$ cat config.mk
export PLATFORM = sky130hd
export DESIGN_NAME = lcd_sequencer
export DESIGN_NICKNAME = d
export VERILOG_FILES = /design/src/rtl/lcd_pkg.sv /design/src/rtl/lcd_nibble_strobe.sv /design/src/rtl/lcd_sequencer.sv
export SDC_FILE = /design/constraint.sdc
export NUM_CORES = 1
export LEC_CHECK = 0
export BUFFER_PORTS_ARGS = -buffer_cell sky130_fd_sc_hd__buf_2
export CAP_MARGIN = 20
export CORE_ASPECT_RATIO = 1.75
export CORE_MARGIN = 8
export CORE_UTILIZATION = 31
export CTS_CLUSTER_DIAMETER = 100
export DETAILED_ROUTE_END_ITERATION = 7
export HOLD_SLACK_MARGIN = 0.06
export PLACE_DENSITY = 0.58
export SYNTH_ARGS = -nofsm -noshare
export SYNTH_HDL_FRONTEND = slang
export SYNTH_SLANG_ARGS = --single-unit
$ cat constraint.sdc
create_clock -name clk -period 2.95 [get_ports clk]
set_clock_uncertainty 0.15 [all_clocks]
set_input_delay 0.295 -clock clk [delete_from_list [all_inputs] [get_ports clk]]
set_output_delay 0.295 -clock clk [all_outputs]
set_load 0.02 [all_outputs]
$ cat src/rtl/lcd_pkg.sv
// Shared state types, HD44780 command bytes, init tables and default timing
// for the character-LCD sequencer.
`timescale 1ns/1ps
package lcd_pkg;

    typedef enum logic [2:0] {
        PWR_WAIT,
        INIT_NIB,
        INIT_WAIT,
        IDLE,
        NIB_HI,
        GAP,
        NIB_LO,
        POST_WAIT
    } lcd_state_t;

    typedef enum logic [1:0] {
        STB_IDLE,
        STB_SETUP,
        STB_PULSE,
        STB_HOLD
    } strobe_state_t;

    localparam logic [7:0] LCD_FUNC_SET = 8'h28;
    localparam logic [7:0] LCD_ENTRY    = 8'h06;
    localparam logic [7:0] LCD_DISP_ON  = 8'h0C;
    localparam logic [7:0] LCD_CLEAR    = 8'h01;

    // Cycle counts for a 50 MHz clock
    localparam int DEF_T_PWRON = 750000;
    localparam int DEF_T_INIT1 = 205000;
    localparam int DEF_T_INIT2 = 5000;
    localparam int DEF_T_SHORT = 2000;
    localparam int DEF_T_CLEAR = 82000;
    localparam int DEF_T_NIB   = 50;
    localparam int DEF_T_SETUP = 2;
    localparam int DEF_T_PULSE = 12;
    localparam int DEF_T_HOLD  = 1;

    function automatic logic [3:0] init_nibble(input logic [1:0] idx);
        return (idx == 2'd3) ? 4'h2 : 4'h3;
    endfunction

    function automatic logic [7:0] init_byte(input logic [1:0] idx);
        logic [7:0] b;
        case (idx)
            2'd0:    b = LCD_FUNC_SET;
            2'd1:    b = LCD_ENTRY;
            2'd2:    b = LCD_DISP_ON;
            default: b = LCD_CLEAR;
        endcase
        return b;
    endfunction

    // Clear-display and return-home need the long post-command wait
    function automatic logic is_clear_home(input logic rs, input logic [7:0] data);
        return !rs && (data[7:2] == 6'd0);
    endfunction

endpackage

$ cat src/rtl/lcd_nibble_strobe.sv
// Drives one 4-bit LCD bus transfer: RS/DB setup, E high pulse, hold, then a
// one-cycle done pulse during the last hold cycle.
`timescale 1ns/1ps
module lcd_nibble_strobe
    import lcd_pkg::*;
#(
    parameter int T_SETUP = DEF_T_SETUP,
    parameter int T_PULSE = DEF_T_PULSE,
    parameter int T_HOLD  = DEF_T_HOLD
) (
    input  logic       clk,
    input  logic       rst_n,
    input  logic       start,
    input  logic [3:0] nibble,
    input  logic       rs,
    output logic       lcd_e,
    output logic       lcd_rs,
    output logic [3:0] lcd_db,
    output logic       done
);

    localparam int MAX_A = (T_SETUP > T_PULSE) ? T_SETUP : T_PULSE;
    localparam int MAX_T = (MAX_A > T_HOLD) ? MAX_A : T_HOLD;
    localparam int CW    = $clog2(MAX_T + 1);

    strobe_state_t   state_q, state_d;
    logic [CW-1:0]   cnt_q, cnt_d;
    logic [3:0]      nib_q, nib_d;
    logic            rs_q, rs_d;

    always_ff @(posedge clk or negedge rst_n) begin
        if (!rst_n) begin
            state_q <= STB_IDLE;
            cnt_q   <= '0;
            nib_q   <= 4'h0;
            rs_q    <= 1'b0;
        end else begin
            state_q <= state_d;
            cnt_q   <= cnt_d;
            nib_q   <= nib_d;
            rs_q    <= rs_d;
        end
    end

    // RS/DB are captured at start so they stay fixed through SETUP..HOLD
    always_comb begin
        state_d = state_q;
        cnt_d   = cnt_q;
        nib_d   = nib_q;
        rs_d    = rs_q;
        done    = 1'b0;
        case (state_q)
            STB_IDLE: begin
                if (start) begin
                    state_d = STB_SETUP;
                    cnt_d   = CW'(T_SETUP - 1);
                    nib_d   = nibble;
                    rs_d    = rs;
                end
            end
            STB_SETUP: begin
                if (cnt_q == '0) begin
                    state_d = STB_PULSE;
                    cnt_d   = CW'(T_PULSE - 1);
                end else begin
                    cnt_d = cnt_q - 1'b1;
                end
            end
            STB_PULSE: begin
                if (cnt_q == '0) begin
                    state_d = STB_HOLD;
                    cnt_d   = CW'(T_HOLD - 1);
                end else begin
                    cnt_d = cnt_q - 1'b1;
                end
            end
            STB_HOLD: begin
                if (cnt_q == '0) begin
                    state_d = STB_IDLE;
                    done    = 1'b1;
                end else begin
                    cnt_d = cnt_q - 1'b1;
                end
            end
            default: state_d = STB_IDLE;
        endcase
    end

    assign lcd_e  = (state_q == STB_PULSE);
    assign lcd_rs = rs_q;
    assign lcd_db = nib_q;

endmodule

$ cat src/rtl/lcd_sequencer.sv
// 4-bit HD44780 bus sequencer: power-on init then byte writes over valid/ready.
// Define LCD_INIT_EN to build the power-on initialisation sequence in.
`timescale 1ns/1ps
module lcd_sequencer
    import lcd_pkg::*;
#(
    parameter int T_PWRON = DEF_T_PWRON,
    parameter int T_INIT1 = DEF_T_INIT1,
    parameter int T_INIT2 = DEF_T_INIT2,
    parameter int T_SHORT = DEF_T_SHORT,
    parameter int T_CLEAR = DEF_T_CLEAR,
    parameter int T_NIB   = DEF_T_NIB,
    parameter int T_SETUP = DEF_T_SETUP,
    parameter int T_PULSE = DEF_T_PULSE,
    parameter int T_HOLD  = DEF_T_HOLD
) (
    input  logic       clk,
    input  logic       rst_n,
    input  logic       cmd_valid,
    output logic       cmd_ready,
    input  logic       cmd_rs,
    input  logic [7:0] cmd_data,
    output logic       init_done,
    output logic       busy,
    output logic       sf_e,
    output logic       lcd_e,
    output logic       lcd_rs,
    output logic       lcd_rw,
    output logic [3:0] lcd_db
);

    localparam int M0 = (T_PWRON > T_INIT1) ? T_PWRON : T_INIT1;
    localparam int M1 = (M0 > T_INIT2) ? M0 : T_INIT2;
    localparam int M2 = (M1 > T_SHORT) ? M1 : T_SHORT;
    localparam int M3 = (M2 > T_CLEAR) ? M2 : T_CLEAR;
    localparam int MAX_T = (M3 > T_NIB) ? M3 : T_NIB;
    localparam int CW    = $clog2(MAX_T + 1);

`ifdef LCD_INIT_EN
    localparam lcd_state_t    RESET_STATE = PWR_WAIT;
    localparam logic [CW-1:0] RESET_CNT   = CW'(T_PWRON - 1);
`else
    localparam lcd_state_t    RESET_STATE = IDLE;
    localparam logic [CW-1:0] RESET_CNT   = '0;
`endif

    lcd_state_t    state_q, state_d;
    logic [CW-1:0] cnt_q, cnt_d;
    logic [7:0]    byte_q, byte_d;
    logic          rs_q, rs_d;
    logic          init_done_q, init_done_d;

    logic          stb_start;
    logic [3:0]    stb_nibble;
    logic          stb_rs;
    logic          stb_done;

`ifdef LCD_INIT_EN
    logic [1:0]    idx_q, idx_d;
    logic          in_init_q, in_init_d;
    logic [7:0]    next_byte;

    function automatic logic [CW-1:0] init_wait(input logic [1:0] idx);
        logic [CW-1:0] w;
        case (idx)
            2'd0:    w = CW'(T_INIT1 - 1);
            2'd1:    w = CW'(T_INIT2 - 1);
            default: w = CW'(T_SHORT - 1);
        endcase
        return w;
    endfunction

    always_ff @(posedge clk or negedge rst_n) begin
        if (!rst_n) begin
            idx_q     <= 2'd0;
            in_init_q <= 1'b0;
        end else begin
            idx_q     <= idx_d;
            in_init_q <= in_init_d;
        end
    end
`endif

    always_ff @(posedge clk or negedge rst_n) begin
        if (!rst_n) begin
            state_q     <= RESET_STATE;
            cnt_q       <= RESET_CNT;
            byte_q      <= 8'h00;
            rs_q        <= 1'b0;
            init_done_q <= 1'b0;
        end else begin
            state_q     <= state_d;
            cnt_q       <= cnt_d;
            byte_q      <= byte_d;
            rs_q        <= rs_d;
            init_done_q <= init_done_d;
        end
    end

    // Strobe start is issued on the same edge a wait expires, so no idle cycle
    // is inserted between a finished wait and the next SETUP.
    always_comb begin
        state_d     = state_q;
        cnt_d       = cnt_q;
        byte_d      = byte_q;
        rs_d        = rs_q;
        init_done_d = init_done_q;
        stb_start   = 1'b0;
        stb_nibble  = 4'h0;
        stb_rs      = 1'b0;
`ifdef LCD_INIT_EN
        idx_d       = idx_q;
        in_init_d   = in_init_q;
        next_byte   = 8'h00;
`else
        init_done_d = 1'b1;
`endif
        case (state_q)
`ifdef LCD_INIT_EN
            PWR_WAIT: begin
                if (cnt_q == '0) begin
                    state_d    = INIT_NIB;
                    stb_start  = 1'b1;
                    stb_nibble = init_nibble(2'd0);
                end else begin
                    cnt_d = cnt_q - 1'b1;
                end
            end
            INIT_NIB: begin
                if (stb_done) begin
                    state_d = INIT_WAIT;
                    cnt_d   = init_wait(idx_q);
                end
            end
            INIT_WAIT: begin
                if (cnt_q == '0) begin
                    stb_start = 1'b1;
                    if (idx_q == 2'd3) begin
                        next_byte  = init_byte(2'd0);
                        idx_d      = 2'd0;
                        in_init_d  = 1'b1;
                        byte_d     = next_byte;
                        rs_d       = 1'b0;
                        stb_nibble = next_byte[7:4];
                        state_d    = NIB_HI;
                    end else begin
                        idx_d      = idx_q + 2'd1;
                        stb_nibble = init_nibble(idx_q + 2'd1);
                        state_d    = INIT_NIB;
                    end
                end else begin
                    cnt_d = cnt_q - 1'b1;
                end
            end
`endif
            IDLE: begin
                if (cmd_valid && cmd_ready) begin
                    byte_d     = cmd_data;
                    rs_d       = cmd_rs;
                    stb_start  = 1'b1;
                    stb_nibble = cmd_data[7:4];
                    stb_rs     = cmd_rs;
                    state_d    = NIB_HI;
                end
            end
            NIB_HI: begin
                if (stb_done) begin
                    state_d = GAP;
                    cnt_d   = CW'(T_NIB - 1);
                end
            end
            GAP: begin
                if (cnt_q == '0) begin
                    stb_start  = 1'b1;
                    stb_nibble = byte_q[3:0];
                    stb_rs     = rs_q;
                    state_d    = NIB_LO;
                end else begin
                    cnt_d = cnt_q - 1'b1;
                end
            end
            NIB_LO: begin
                if (stb_done) begin
                    state_d = POST_WAIT;
                    cnt_d   = is_clear_home(rs_q, byte_q) ? CW'(T_CLEAR - 1)
                                                          : CW'(T_SHORT - 1);
                end
            end
            POST_WAIT: begin
                if (cnt_q == '0) begin
`ifdef LCD_INIT_EN
                    if (in_init_q && (idx_q != 2'd3)) begin
                        next_byte  = init_byte(idx_q + 2'd1);
                        idx_d      = idx_q + 2'd1;
                        byte_d     = next_byte;
                        rs_d       = 1'b0;
                        stb_start  = 1'b1;
                        stb_nibble = next_byte[7:4];
                        state_d    = NIB_HI;
                    end else begin
                        if (in_init_q) begin
                            in_init_d   = 1'b0;
                            init_done_d = 1'b1;
                        end
                        state_d = IDLE;
                    end
`else
                    state_d = IDLE;
`endif
                end else begin
                    cnt_d = cnt_q - 1'b1;
                end
            end
            default: state_d = RESET_STATE;
        endcase
    end

    lcd_nibble_strobe #(
        .T_SETUP (T_SETUP),
        .T_PULSE (T_PULSE),
        .T_HOLD  (T_HOLD)
    ) u_strobe (
        .clk    (clk),
        .rst_n  (rst_n),
        .start  (stb_start),
        .nibble (stb_nibble),
        .rs     (stb_rs),
        .lcd_e  (lcd_e),
        .lcd_rs (lcd_rs),
        .lcd_db (lcd_db),
        .done   (stb_done)
    );

    assign cmd_ready = (state_q == IDLE) && init_done_q;
    assign busy      = (state_q != IDLE) || !init_done_q;
    assign init_done = init_done_q;
    assign sf_e      = 1'b1;
    assign lcd_rw    = 1'b0;

endmodule

=== Yosys cells after proc, flatten, opt, wreduce, memory -nomap -nowiden ===
Cells that the tools add are included.

* Register bits after elaboration: 44
* Output and inout port bits: 11
* Logic and storage cells: 81

* $add $sub $neg: 2
* Eq/ne operators: 20
* Mux-type cells: 32
* Reduce and logical (&&, ||, !) cells: 18

{| class="wikitable"
|+ Operators by type and width
! operator !! count
|-
| $mux 20 || 3
|-
| $pmux 20 s3 || 1
|-
| $mux 4 || 6
|-
| $logic_not 20->1 || 1
|-
| $sub 20x1->20 const B || 1
|-
| $mux 17 || 1
|-
| $ne 2x2->1 const B || 8
|-
| $pmux 4 s4 || 1
|-
| $mux 3 || 5
|-
| $pmux 3 s5 || 1
|-
| $eq 3x3->1 const B || 4
|-
| $mux 2 || 4
|-
| $pmux 2 s4 || 1
|-
| $pmux 4 s2 || 1
|-
| $reduce_and 4->1 || 2
|-
| $logic_not 6->1 || 1
|-
| $mux 1 || 6
|-
| $ne 2x1->1 const B || 3
|-
| $reduce_and 2->1 || 3
|-
| $reduce_and 5->1 || 1
|-
| $eq 2x2->1 const B || 2
|-
| $logic_not 4->1 || 1
|-
| $pmux 1 s2 || 2
|-
| $sub 4x1->4 const B || 1
|-
| other kinds (9) || 12
|}

=== Longest topological paths before layout ===
* Word-level depth: 7
* Gate-level depth with buffers: 8
* Depth with buffers taken out: 7

=== By module ===
A second synthesis with hierarchy kept.

* Cell total of the unflattened synthesis: 257
* Area total of the unflattened synthesis: 2610.0 um^2

{| class="wikitable"
|+ Modules (own cells, without submodules)
! module !! times used !! cells an instance !! area an instance (um^2) !! sequential area each (um^2)
|-
| lcd_sequencer || 1 || 198 || 1939.4 || 828.3
|-
| lcd_nibble_strobe || 1 || 59 || 670.6 || 275.3
|}

=== Worst setup path after synthesis ===
No wires, ideal clock.

* Path kind: register to register
* Start: register cnt_q[9]
* End: register u_strobe.nib_q[0] (netlist: u_strobe.lcd_db[0])
* Setup time: 0.121 ns
* Arrival: 2.352 ns
* Path slack: 0.327 ns
* Stages on the path, launching flop included: 8
* Path buffers: 2
* Clock period less this slack: 2.623 ns
* Cells stage by stage: dfrtp_1 or4_1 or4b_1 clkbuf_1 nor3_2 buf_2 o21ai_1 a22o_1

* Cells in the longest elaborated chain, start to end: 4
* Elaborated cells between the ends (all ways): 6
* Those cells by class: 4 x mux; 2 x reduce/logical

{| class="wikitable"
|+ RTL lines
! item !! RTL line !! RTL
|-
| from (decl) || lcd_sequencer.sv:48 || <nowiki>logic [CW-1:0] cnt_q, cnt_d;</nowiki>
|-
| from (signal assigned) || lcd_sequencer.sv:93 || <nowiki>cnt_q <= cnt_d;</nowiki>
|-
| $logic_not 20->1 (*) || lcd_sequencer.sv:173 || <nowiki>if (cnt_q == '0) begin</nowiki>
|-
| $mux 1 || lcd_sequencer.sv:173 ||
|-
| $pmux 1 s2 || lcd_sequencer.sv:118 || <nowiki>case (state_q)</nowiki>
|-
| $reduce_and 2->1 (no source line) || - ||
|-
| to (signal assigned) || lcd_nibble_strobe.sv:40 || <nowiki>nib_q <= nib_d;</nowiki>
|-
| to (decl) || lcd_nibble_strobe.sv:28 || <nowiki>logic [3:0] nib_q, nib_d;</nowiki>
|}

Every way passes the cells marked *; elsewhere a longest branch is shown, timed or not.
A chain may end at the register's enable or synchronous reset.

=== Worst setup path after layout ===
* Start: register cnt_q[11]
* End: register u_strobe.state_q[1]

* Cells in the longest elaborated chain, start to end: 5

{| class="wikitable"
|+ RTL lines
! item !! RTL line !! RTL
|-
| $logic_not 20->1 || lcd_sequencer.sv:173 ||
|-
| $mux 1 || lcd_sequencer.sv:173 ||
|-
| $pmux 1 s2 || lcd_sequencer.sv:118 ||
|-
| $ne 2x2->1 (no source line) || - ||
|-
| $reduce_and 4->1 (no source line) || - ||
|-
| to (signal assigned) || lcd_nibble_strobe.sv:38 || <nowiki>state_q <= state_d;</nowiki>
|-
| to (decl) || lcd_nibble_strobe.sv:26 || <nowiki>strobe_state_t state_q, state_d;</nowiki>
|}

No other way between the ends.

==> impl_results.md <==
* Status: completed
* Tightest Hold Check Type: input pin to register
* Net switching fraction of the power at 41.6%
* Syn Area/Cell at 8.85 µm²
* Via density per instance at 5.39
* Slew HR at 60.6%
* Final Util at 37.8%
* Area growth from synthesis to layout at 19.0%
* CP startpoint: cnt_q[11]
* Clock transition at path regs at 0.06 ns
* Yosys warns at 0
* Ys async rst share at 100%
* Crit end category: register
* Clock Root Buffer: clkbuf_16
* Nets at 330
* TritonCTS Buffers at 5
* Clock Power Share at 19.9%
* Sequential power share at 34.0%
* Area leader, netlist: dfrtp_1
* P_int at 1920 µW
* IO Pins at 23
* Top post-synthesis cells by count: dfrtp_1 (42), nand2_1 (38), nor2_1 (27), a21oi_1 (19), inv_1 (13)
* Number of synthesized flops with an enable pin at 0
* Psw at 1370 µW
* PortBufs at 20
* First-pass GRT wire length at 10.8 mm
* H-tree depth at 2
* P_leak at 0.00134 µW
* Final setup violation count at 0
* Data required, critical path at 2.97 ns
* Die W at 83.8 µm
* Setup crit start kind: register
* Worst-Skew Late Latency at 0.29 ns
* Floorplan row count at 43
* Dominant cells by area after synthesis: dfrtp_1 (42%), nand2_1 (5.7%), nor2_1 (4.1%)
* Setup slack after layout at 0.0857 ns
* Part of the Yosys area used for sequential elements at 44.2%
* Count leader, synth: dfrtp_1
* Vias in the first global route at 2279
* Hold path depth at 3
* Post-Syn Instances at 282
* Final Critical Period at 2.86 ns
* Total setup buffers inserted after CTS at 0
* Antenna Cells at 0
* Number of DRC markers in iteration 0 at 118
* Post-CTS sizing at 0
* R2R depth at 5
* Routability cong. at 0.835
* Period utilization at 97.1%
* Crit Path Category: register to register
* Maxcap violations at 0
* Slew Limit Fails at 0
* DR pass1 iterations at 4
* Total track usage at 11.6%
* Clk sink count at 44
* Peak VDD IR at 562 µV
* DP Cell Count at 386
* GR Overflow Total at 0
* Power per Cell Area at 1110 mW/mm²
* Final hold slack at 0.0751 ns
* Fmax at 349 MHz
* Synth top area share at 42.1%
* Post-synth cell types at 54
* CTS Buffer Depth at 2
* Hold Vio Cnt, Final at 0
* RSZ-0062 raised after global routing: true
* Worst reg-to-reg setup slack at 0.09 ns
* Antenna-violating nets left at 0
* Largest net degree at the start of global routing at 45
* Hpwl dp at 4.63 mm
* Pre-CTS setup slack at 0.0914 ns
* Yosys reg bits at 44
* Initial Utilization at 31.8%
* Max FO, Critical Path at 6
* Final wirelength at 6.25 mm
* Combinational Power Share at 46.0%
* CP Data Arrival Time at 2.89 ns
* Die H at 135 µm
* Layout cells sized above 1 at 15.7%
* Worst r2r src: cnt_q[11]
* Synth Flop Type: dfrtp_1
* Core area at 0.00786 mm²
* Wire length per cell at 15.5 µm
* CTS tree: built
* Initial antenna violation count at 0
* Vias at 2166
* Overall Power at 3300 µW
* Die area at 0.0113 mm²
* Tightest Pin Transition at 0.587 ns
* Cell Area, Synth at 0.00250 mm²
* Hold Path Origin: cmd_data[4]
* Remaining DRCs at 0
* Non-filler cells, final at 402
[routing by layer]
layer	track usage, %	share of wire [%]
met5	0	0
met4	7.34	3.8
met3	2.59	2.6
met2	21.7	55
met1	11.0	39
[cells in the final DEF (no fill, tap or decap), drive strengths merged, types with 5 or more instances in the layout]
| master | count |
|---|---|
| a21oi | 19 |
| a22o | 11 |
| a31oi | 7 |
| buf | 30 |
| clkbuf | 5 |
| dfrtp | 42 |
| dlygate4sd3 | 7 |
| ha | 7 |
| inv | 14 |
| nand2 | 38 |
| nor2 | 27 |
| nor3 | 13 |
| o21a | 6 |
| o21ai | 17 |
| o31ai | 6 |
| or4 | 6 |
[power groups by stage]
stage,logic (µW),clock network (µW),registers (µW)
5_1_grt,1720,690,1160
3_3_place_gp,1480,0,1120
3_5_place_dp,1510,0,1130
4_1_cts,1520,674,1120
6_report,1520,656,1120
2_1_floorplan,1120,0,1090
[logic make-up (layout without fill, tap and decap cells)]
| group | count (synthesis) | count (layout) | synth area share, % |
|---|---|---|---|
| AND/OR/NAND/NOR | 113 | 113 | 22.9 |
| AO/OA/AOI/OAI | 80 | 80 | 21.6 |
| flip-flops | 44 | 44 | 44.2 |
| buffers and inverters | 29 | 58 | 4.81 |
| adder cells (fa/ha/maj) | 7 | 7 | 3.51 |
| XOR/XNOR | 4 | 4 | 1.40 |
| multiplexers | 3 | 3 | 1.25 |
| other | 2 | 3 | 0.301 |
[critical path: stages (launching register included)]
cell and delay [ns]:
dfrtp_1 0.41, or4_1 0.56, or4b_1 0.68, nor3_2 0.39, o21a_1 0.24, mux2_1 0.33
[final timing paths]
| check | endpoint |
|---|---|
| worst max-delay path | u_strobe.state_q[1] |
| worst min-delay path | byte_q[4] |
| worst max register to register | u_strobe.state_q[1] |
| worst min register to register | byte_q[5] |
| max in group asynchronous | state_q[0] |
| min in group asynchronous | cnt_q[0] |
[timing repair]
| action | CTS | global route |
|---|---|---|
| endpoints found under the setup margin | 0 | 3 |
| endpoints found under the hold margin | 6 | 15 |
| hold buffers | 6 | 1 |
[per-stage QoR]
stage | instance area [µm²] | TNS [ns]
after floorplan | 2500 | 0
after global placement | 2710 | 0
after detailed placement | 2710 | 0
after CTS | 2940 | 0
after global routing | 2970 | -0.0742
final | 2970 | 0
[layout make-up]
class                   count  area [µm²]
clock buffers               5         125
clock inverters             3        46.3
fillers                   798        4880
inverters                  13        48.8
multi-input cells         210        1280
flip-flops and latches     44        1100
well taps                  90         113
repair buffers             37         258
[state kept, by name, indices dropped and copies added (netlist names)]
| name | cells |
|---|---|
| u_strobe.lcd_rs | 1 |
| u_strobe.state_q | 2 |
| rs_q | 1 |
| u_strobe.cnt_q | 4 |
| init_done | 1 |
| u_strobe.lcd_db | 4 |
| state_q | 3 |
| byte_q | 8 |
| cnt_q | 20 |
No activity file was read; power rests on OpenSTA's default activity.
